## src/rtl/led_seq_ctrl.sv

```systemverilog
// rtl/led_seq_ctrl.sv - AXI4 read-master LED pattern sequencer
//
// Fetches 512-bit beats (16 x 32-bit entries) from the pattern table in AXI RAM
// and shows each entry on led for its hold time.
// Entry format: [7:0] LED value, [31:8] hold in ticks (0 is treated as 1).
// One tick is TICK_DIV clk cycles.
//
// Ports:
//   clk, rst                         clock, synchronous active-high reset
//   start, stop                      one-cycle control pulses
//   cfg_base_addr, cfg_num_entries   table base (64-byte aligned) and entry count
//   busy, done, err, led             status and LED drive
//   m_axi_ar*, m_axi_r*              single-beat AXI4 read master (AR and R channels)
//
// Optional build macro LED_SEQ_LOOP_EN: the table replays until stop, and done
// pulses at the end of each pass.

module led_seq_ctrl #(
  parameter int ADDR_WIDTH = 64,
  parameter int DATA_WIDTH = 512,
  parameter int ID_WIDTH   = 4,
  parameter int TICK_DIV   = 250000,
  parameter int CNT_W      = 16
) (
  input  logic                  clk,
  input  logic                  rst,
  input  logic                  start,
  input  logic                  stop,
  input  logic [ADDR_WIDTH-1:0] cfg_base_addr,
  input  logic [CNT_W-1:0]      cfg_num_entries,
  output logic                  busy,
  output logic                  done,
  output logic                  err,
  output logic [7:0]            led,
  output logic [ID_WIDTH-1:0]   m_axi_arid,
  output logic [ADDR_WIDTH-1:0] m_axi_araddr,
  output logic [7:0]            m_axi_arlen,
  output logic [2:0]            m_axi_arsize,
  output logic [1:0]            m_axi_arburst,
  output logic                  m_axi_arlock,
  output logic [3:0]            m_axi_arcache,
  output logic [2:0]            m_axi_arprot,
  output logic                  m_axi_arvalid,
  input  logic                  m_axi_arready,
  input  logic [ID_WIDTH-1:0]   m_axi_rid,
  input  logic [DATA_WIDTH-1:0] m_axi_rdata,
  input  logic [1:0]            m_axi_rresp,
  input  logic                  m_axi_rlast,
  input  logic                  m_axi_rvalid,
  output logic                  m_axi_rready
);

  localparam int PW = (TICK_DIV > 1) ? $clog2(TICK_DIV) : 1;
  localparam int BW = CNT_W - 4;

  typedef enum logic [2:0] {
    S_IDLE  = 3'd0,
    S_AR    = 3'd1,
    S_R     = 3'd2,
    S_PLAY  = 3'd3,
    S_DRAIN = 3'd4
  } state_t;

  state_t                  state_q, state_d;
  logic                    busy_q, busy_d;
  logic                    done_q, done_d;
  logic                    err_q, err_d;
  logic [7:0]              led_q, led_d;
  logic                    arvalid_q, arvalid_d;
  logic                    rready_q, rready_d;
  logic [ADDR_WIDTH-1:0]   araddr_q, araddr_d;
  logic [ADDR_WIDTH-1:0]   base_q, base_d;
  logic [CNT_W-1:0]        num_q, num_d;
  logic [CNT_W-1:0]        remain_q, remain_d;
  logic [BW-1:0]           beat_idx_q, beat_idx_d;
  logic [3:0]              k_q, k_d;
  logic [DATA_WIDTH-1:0]   beat_q, beat_d;
  logic [23:0]             hold_q, hold_d;
  logic [PW-1:0]           presc_q, presc_d;

  logic [31:0]             next_word;
  logic                    tick;
  logic                    expire;
  logic                    unused_inputs;

  function automatic logic [31:0] entry_at(input logic [DATA_WIDTH-1:0] b, input logic [3:0] k);
    return b[{k, 5'b0} +: 32];
  endfunction

  function automatic logic [23:0] hold_of(input logic [31:0] w);
    return (w[31:8] == 24'd0) ? 24'd1 : w[31:8];
  endfunction

  // Address arithmetic wraps at ADDR_WIDTH bits.
  function automatic logic [ADDR_WIDTH-1:0] beat_addr(input logic [ADDR_WIDTH-1:0] b,
                                                      input logic [BW-1:0] idx);
    return b + (ADDR_WIDTH'(idx) << 6);
  endfunction

  assign next_word = entry_at(beat_q, k_q + 4'd1);
  // An entry expires on the last cycle of its last tick; prescaler restarts at each load.
  assign tick      = (presc_q == '0);
  assign expire    = tick && (hold_q == 24'd1);

  always_comb begin
    state_d    = state_q;
    busy_d     = busy_q;
    done_d     = 1'b0;
    err_d      = err_q;
    led_d      = led_q;
    arvalid_d  = arvalid_q;
    rready_d   = rready_q;
    araddr_d   = araddr_q;
    base_d     = base_q;
    num_d      = num_q;
    remain_d   = remain_q;
    beat_idx_d = beat_idx_q;
    k_d        = k_q;
    beat_d     = beat_q;
    hold_d     = hold_q;
    presc_d    = presc_q;

    case (state_q)
      S_IDLE: begin
        // stop wins over a simultaneous start
        if (start && !stop) begin
          err_d    = 1'b0;
          base_d   = {cfg_base_addr[ADDR_WIDTH-1:6], 6'b0};
          num_d    = cfg_num_entries;
          remain_d = cfg_num_entries;
          if (cfg_num_entries == '0) begin
            done_d = 1'b1;
          end else begin
            busy_d     = 1'b1;
            beat_idx_d = '0;
            araddr_d   = {cfg_base_addr[ADDR_WIDTH-1:6], 6'b0};
            arvalid_d  = 1'b1;
            state_d    = S_AR;
          end
        end
      end

      S_AR: begin
        if (m_axi_arready) begin
          // Request is out; a stop now must still swallow the returning beat.
          arvalid_d = 1'b0;
          rready_d  = 1'b1;
          state_d   = stop ? S_DRAIN : S_R;
        end else if (stop) begin
          arvalid_d = 1'b0;
          busy_d    = 1'b0;
          state_d   = S_IDLE;
        end
      end

      S_R: begin
        if (m_axi_rvalid) begin
          rready_d = 1'b0;
          if (m_axi_rresp != 2'b00) begin
            err_d   = 1'b1;
            led_d   = 8'h00;
            busy_d  = 1'b0;
            state_d = S_IDLE;
          end else if (stop) begin
            busy_d  = 1'b0;
            state_d = S_IDLE;
          end else begin
            beat_d  = m_axi_rdata;
            k_d     = 4'd0;
            led_d   = m_axi_rdata[7:0];
            hold_d  = hold_of(m_axi_rdata[31:0]);
            presc_d = PW'(TICK_DIV - 1);
            state_d = S_PLAY;
          end
        end else if (stop) begin
          state_d = S_DRAIN;
        end
      end

      S_DRAIN: begin
        if (m_axi_rvalid) begin
          rready_d = 1'b0;
          busy_d   = 1'b0;
          state_d  = S_IDLE;
        end
      end

      S_PLAY: begin
        if (expire) begin
          remain_d = remain_q - CNT_W'(1);
          if (remain_q == CNT_W'(1)) begin
            // Completion wins over a coincident stop.
            done_d = 1'b1;
`ifdef LED_SEQ_LOOP_EN
            if (stop) begin
              busy_d  = 1'b0;
              state_d = S_IDLE;
            end else begin
              remain_d   = num_q;
              beat_idx_d = '0;
              araddr_d   = base_q;
              arvalid_d  = 1'b1;
              state_d    = S_AR;
            end
`else
            busy_d  = 1'b0;
            state_d = S_IDLE;
`endif
          end else if (stop) begin
            busy_d  = 1'b0;
            state_d = S_IDLE;
          end else if (k_q == 4'd15) begin
            beat_idx_d = beat_idx_q + BW'(1);
            araddr_d   = beat_addr(base_q, beat_idx_q + BW'(1));
            arvalid_d  = 1'b1;
            state_d    = S_AR;
          end else begin
            k_d     = k_q + 4'd1;
            led_d   = next_word[7:0];
            hold_d  = hold_of(next_word);
            presc_d = PW'(TICK_DIV - 1);
          end
        end else if (stop) begin
          busy_d  = 1'b0;
          state_d = S_IDLE;
        end else if (tick) begin
          hold_d  = hold_q - 24'd1;
          presc_d = PW'(TICK_DIV - 1);
        end else begin
          presc_d = presc_q - PW'(1);
        end
      end

      default: begin
        state_d = S_IDLE;
      end
    endcase
  end

  always_ff @(posedge clk) begin
    if (rst) begin
      state_q    <= S_IDLE;
      busy_q     <= 1'b0;
      done_q     <= 1'b0;
      err_q      <= 1'b0;
      led_q      <= 8'h00;
      arvalid_q  <= 1'b0;
      rready_q   <= 1'b0;
      araddr_q   <= '0;
      base_q     <= '0;
      num_q      <= '0;
      remain_q   <= '0;
      beat_idx_q <= '0;
      k_q        <= 4'd0;
      beat_q     <= '0;
      hold_q     <= 24'd0;
      presc_q    <= '0;
    end else begin
      state_q    <= state_d;
      busy_q     <= busy_d;
      done_q     <= done_d;
      err_q      <= err_d;
      led_q      <= led_d;
      arvalid_q  <= arvalid_d;
      rready_q   <= rready_d;
      araddr_q   <= araddr_d;
      base_q     <= base_d;
      num_q      <= num_d;
      remain_q   <= remain_d;
      beat_idx_q <= beat_idx_d;
      k_q        <= k_d;
      beat_q     <= beat_d;
      hold_q     <= hold_d;
      presc_q    <= presc_d;
    end
  end

  assign busy          = busy_q;
  assign done          = done_q;
  assign err           = err_q;
  assign led           = led_q;
  assign m_axi_arid    = '0;
  assign m_axi_araddr  = araddr_q;
  assign m_axi_arlen   = 8'd0;
  assign m_axi_arsize  = 3'd6;
  assign m_axi_arburst = 2'b01;
  assign m_axi_arlock  = 1'b0;
  assign m_axi_arcache = 4'b0011;
  assign m_axi_arprot  = 3'd0;
  assign m_axi_arvalid = arvalid_q;
  assign m_axi_rready  = rready_q;

  // Single-beat reads: rid and rlast carry no information; base low bits are ignored.
  assign unused_inputs = ^{m_axi_rid, m_axi_rlast, cfg_base_addr[5:0]};

endmodule

```

## config.mk

```make
export PLATFORM = sky130hd
export DESIGN_NAME = led_seq_ctrl
export DESIGN_NICKNAME = d
export VERILOG_FILES = /design/src/rtl/led_seq_ctrl.sv
export SDC_FILE = /design/constraint.sdc
export NUM_CORES = 2
export LEC_CHECK = 0
export ABC_CLOCK_PERIOD_IN_PS = 3200
export BUFFER_PORTS_ARGS = -buffer_cell sky130_fd_sc_hd__buf_2
export CORE_AREA = 4 4 271 273
export DETAILED_ROUTE_END_ITERATION = 16
export DIE_AREA = 0 0 275 277
export PLACE_DENSITY = 0.79
export SYNTH_ARGS = -nofsm -noshare
export SYNTH_HDL_FRONTEND = slang
export SYNTH_SLANG_ARGS = --single-unit
```

## constraint.sdc

```tcl
create_clock -name clk -period 3.2 [get_ports clk]
set_input_delay 0.8 -clock clk [delete_from_list [all_inputs] [get_ports clk]]
set_output_delay 0.8 -clock clk [all_outputs]
set_load 0.005 [all_outputs]
```

==> key figures <==
Yosys
  – Commonest cells in the netlist: nand2_1 (1293), dfxtp_1 (718), a21oi_1 (664)
  – Synth Warn #: 0
  – Synth cell types: 83
  – Multiplexer share of the synthesized area: a little over a tenth
  – Synthesized cell area: 33300 um^2
  – Post-synth ARST share: 0%
  – Post-Synth XOR/XNOR Area: approximately 2.5%
  – Top FF cell, synth: dfxtp_1
  – Synth Area in Compound Gates: between 10% and 20%
  – Most instantiated library cell after synthesis: nand2_1
  – Adder-Cell Fraction of Synth Area: 0.850%
  – Synth area leader: dfxtp_1
  – Syn_area_per_cell: 8.20 um^2
  – Post-synthesis cell count: 4058
  – Main area contributors after synthesis: dfxtp_1 (43%), nand2_1 (15%), a21oi_1 (10%)
  – Proportion of netlist area held by the largest area contributor: between 40% and 50%
  – Post-synthesis simple-gate area fraction: 21.6%
  – Largest family of logic cells by synthesized area: simple AND/OR/NAND/NOR gates
  – EDFF count, synth: 0
  – Synth Register Bits: about 700
  – Register area share after synthesis: about 43%

STA
  – Final Hold Violating Endpoints: 0
  – Tmin final: 3.22 ns
  – Hold Slack: around 0.40 ns
  – Max Slew Vio Count: 0
  – Setup violations, final: 1
  – Worst slew pin tran: approximately 0.95 ns
  – RSZ-0062 raised after global routing: yes
  – Final WS setup: -0.0212 ns
  – Fmax: 310 MHz
  – Slew HR: between 30% and 40%
  – Worst clock skew: approximately 0.037 ns
  – Final worst path period share: 101%

Routing
  – Total Wirelength: approximately 120000 um
  – Post-DR wirelength/cell: 21.3 um
  – TritonRoute pass-1 iters: 7
  – Routed Antenna Nets: 0
  – Remaining DRCs: 0
  – Total number of vias: roughly 33000
  – Initial DRC Count: between 3000 and 4000
  – Via-to-Cell Ratio: 5.74

Pwr
  – Clock power share: 46.9%
  – PwrDens: between 400 and 500 nW/um^2
  – Net Sw Power: slightly above 5 mW
  – Max IR drop VDD: about 0.00045 V
  – Combinational power share: 8.0%
  – Power Internal: around 15 mW
  – Sequential power share: between 40% and 50%
  – Leak: 15.6 nW
  – Sw Ratio: between 20% and 30%

Critical path
  – CP peak stage delay: 0.40 ns
  – CP cell instances: ha_4, and3_4, and3_4, nand3_4, xnor2_2, ha_1, nand3_2, buf_4, o21ai_1, o211a_4, buf_12, o211ai_1, or3_1, a31oi_1, a31o_1
  – CP Capture Type: flop
  – CP Max Fanout: 5
  – Kind of critical path: reg -> reg
  – Startpoint Class: flop
  – CP dominant cell by count: and3_4
  – CP required: 3.78 ns
  – Data arrival, critical path: roughly 3.8 ns
  – Worst path slowest cell: or3_1

Placed design
  – Post-DP HPWL: 88600 um
  – Gp weighted congestion: between 0.9 and 1
  – IO buf count: roughly 660
  – Inst Count DP: between 5000 and 6000

Status
  – Failing checks: setup timing
  – Status: finished with violations

CTS
  – Max clock buf depth: 3
  – Num CTS Buffers: just under 80
  – Clk sinks: just over 700
  – Clk Latency, worst-skew pair: 0.64 ns
  – CTS clock-pin slew for the worst setup and hold paths: roughly 0.060 ns
  – Root buffer cell: clkbuf_16
  – Htree depth: 3
  – CTS tree: built
  – Hold_buf cts: 0

Floorplanning
  – CORE AREA: a little over 70000 um^2
  – Number of core rows: 98
  – Die H: 277 um
  – Initial Util: 46.8%
  – Die width: about 280 um
  – IO Count: 707
  – Total die area: around 76000 um^2

Min path
  – Hold WC Path Type: in -> reg

Flow run
  – Max Cap Viol: 0

Global routing
  – All-Layer GR Usage: about 30%
  – Global-route wire length before repair: around 180000 um
  – Number of antenna violations at the first check in global routing: 49
  – Largest net degree at the start of global routing: 195
  – Vias in the first global route: around 30000
  – GRT overflow: 0

Layout
  – Fraction of layout cells with a size suffix above 1: between 20% and 30%
  – FILL cells: about 6200
  – Area Growth Syn to Fin: 24.9%
  – Final Non-Filler Cells: 5719
  – Multi-input logic area: 17800 um^2
  – Post-layout nets: ~5300
  – Sequential Area: ~14000 um^2
-- layer usage --
layer  track usage, %  wire [um]  up-vias
met2             47.8      57200     1696
met5                0        123        -
met4             15.7       6810       16
met3             5.45      12000      342
met1             38.4      45800    15600
li1                 -          -    15200
-- metrics by stage --
step,setup TNS (ns),area [um^2],power [mW],utilization [%],setup WS [ns]
2_1_floorplan,-0.195,33400,10.2,-,-0.0632
3_3_place_gp,-0.456,38000,11.0,53.5,-0.128
3_5_place_dp,-1.56,38000,11.0,53.5,-0.138
4_1_cts,-0.00453,40800,20.5,57.4,-0.00453
5_1_grt,-1.22,41600,21.1,58.4,-0.147
6_report,-0.0212,41600,20.5,58.5,-0.0212
-- cell type report --
| cell class | instances | area share, % |
|---|---|---|
| diodes | 32 | 0.193 |
| clock buffers | 103 | 5.46 |
| clock inverters | 41 | 1.15 |
| inverters | 19 | 0.172 |
| multi-input cells | 3004 | 42.7 |
| flip-flops and latches | 718 | 34.6 |
| well taps | 950 | 2.86 |
| repair buffers | 852 | 12.9 |
-- cells in the final DEF, fill, tap and decap left out, drive strengths merged, types with 31 or more instances in the layout --
cell type and instances:
nand2 1295, buf 847, dfxtp 718, a21oi 667, nor2 155, mux4 133, clkbuf 108, o21ai 77
nand3 55, mux2i 53, xor2 47, xnor2 46, nor3 43, a211oi 37, nor4 33, diode 32
conb 31
-- registers in the layout (all words and copies together) (netlist names) --
| signal | cells |
|---|---|
| state_q | 3 |
| m_axi_arvalid | 1 |
| err | 1 |
| hold_q | 24 |
| done | 1 |
| base_q | 58 |
| led | 8 |
| remain_q | 16 |
| presc_q | 18 |
| m_axi_araddr | 58 |
| m_axi_rready | 1 |
| busy | 1 |
| k_q | 4 |
| beat_q | 512 |
| beat_idx_q | 12 |
-- kinds of logic after synthesis --
| family | after synthesis |
|---|---|
| AOI/OAI and AO/OA | 946 |
| adders and majority gates | 22 |
| muxes | 194 |
| xor gates and xnor gates | 93 |
| and+or+nand+nor | 1717 |
| other | 2 |
| DFF | 718 |
| buffers and inverters | 366 |
-- worst paths after layout --
check	end	slack, ns	start	cells past startpoint
min reg2reg	beat_q[452]	0.45	beat_q[452]	2
max reg2reg	m_axi_araddr[38]	-0.02	beat_idx_q[1]	15
min	beat_q[247]	0.40	m_axi_rdata[247]	3
max	m_axi_araddr[38]	-0.02	beat_idx_q[1]	15
-- what timing repair did --
action | in CTS | in global routing
buffers inserted | 3 | 20
cloned | 1 | 5
setup endpoints to repair | 28 | 47
pin swaps | 3 | 28
resized for setup | 1 | 79
-- worst max-delay path: cells and delay by family (launching register included) --
kind,cells,cell delay [ns]
xor+xnor,1,0.15
buf+inv,2,0.30
simple gates,5,0.94
fa+ha+maj,2,0.49
compound gates,5,0.91
flops,1,0.38
-- power by group through the flow --
stage	clock network, mW	registers, mW	logic [mW]
2_1_floorplan	0	9.41	0.797
3_3_place_gp	0	9.43	1.56
3_5_place_dp	0	9.43	1.57
4_1_cts	9.66	9.24	1.58
5_1_grt	10.0	9.25	1.77
6_report	9.60	9.24	1.64
No activity file was read; power rests on OpenSTA's default activity.
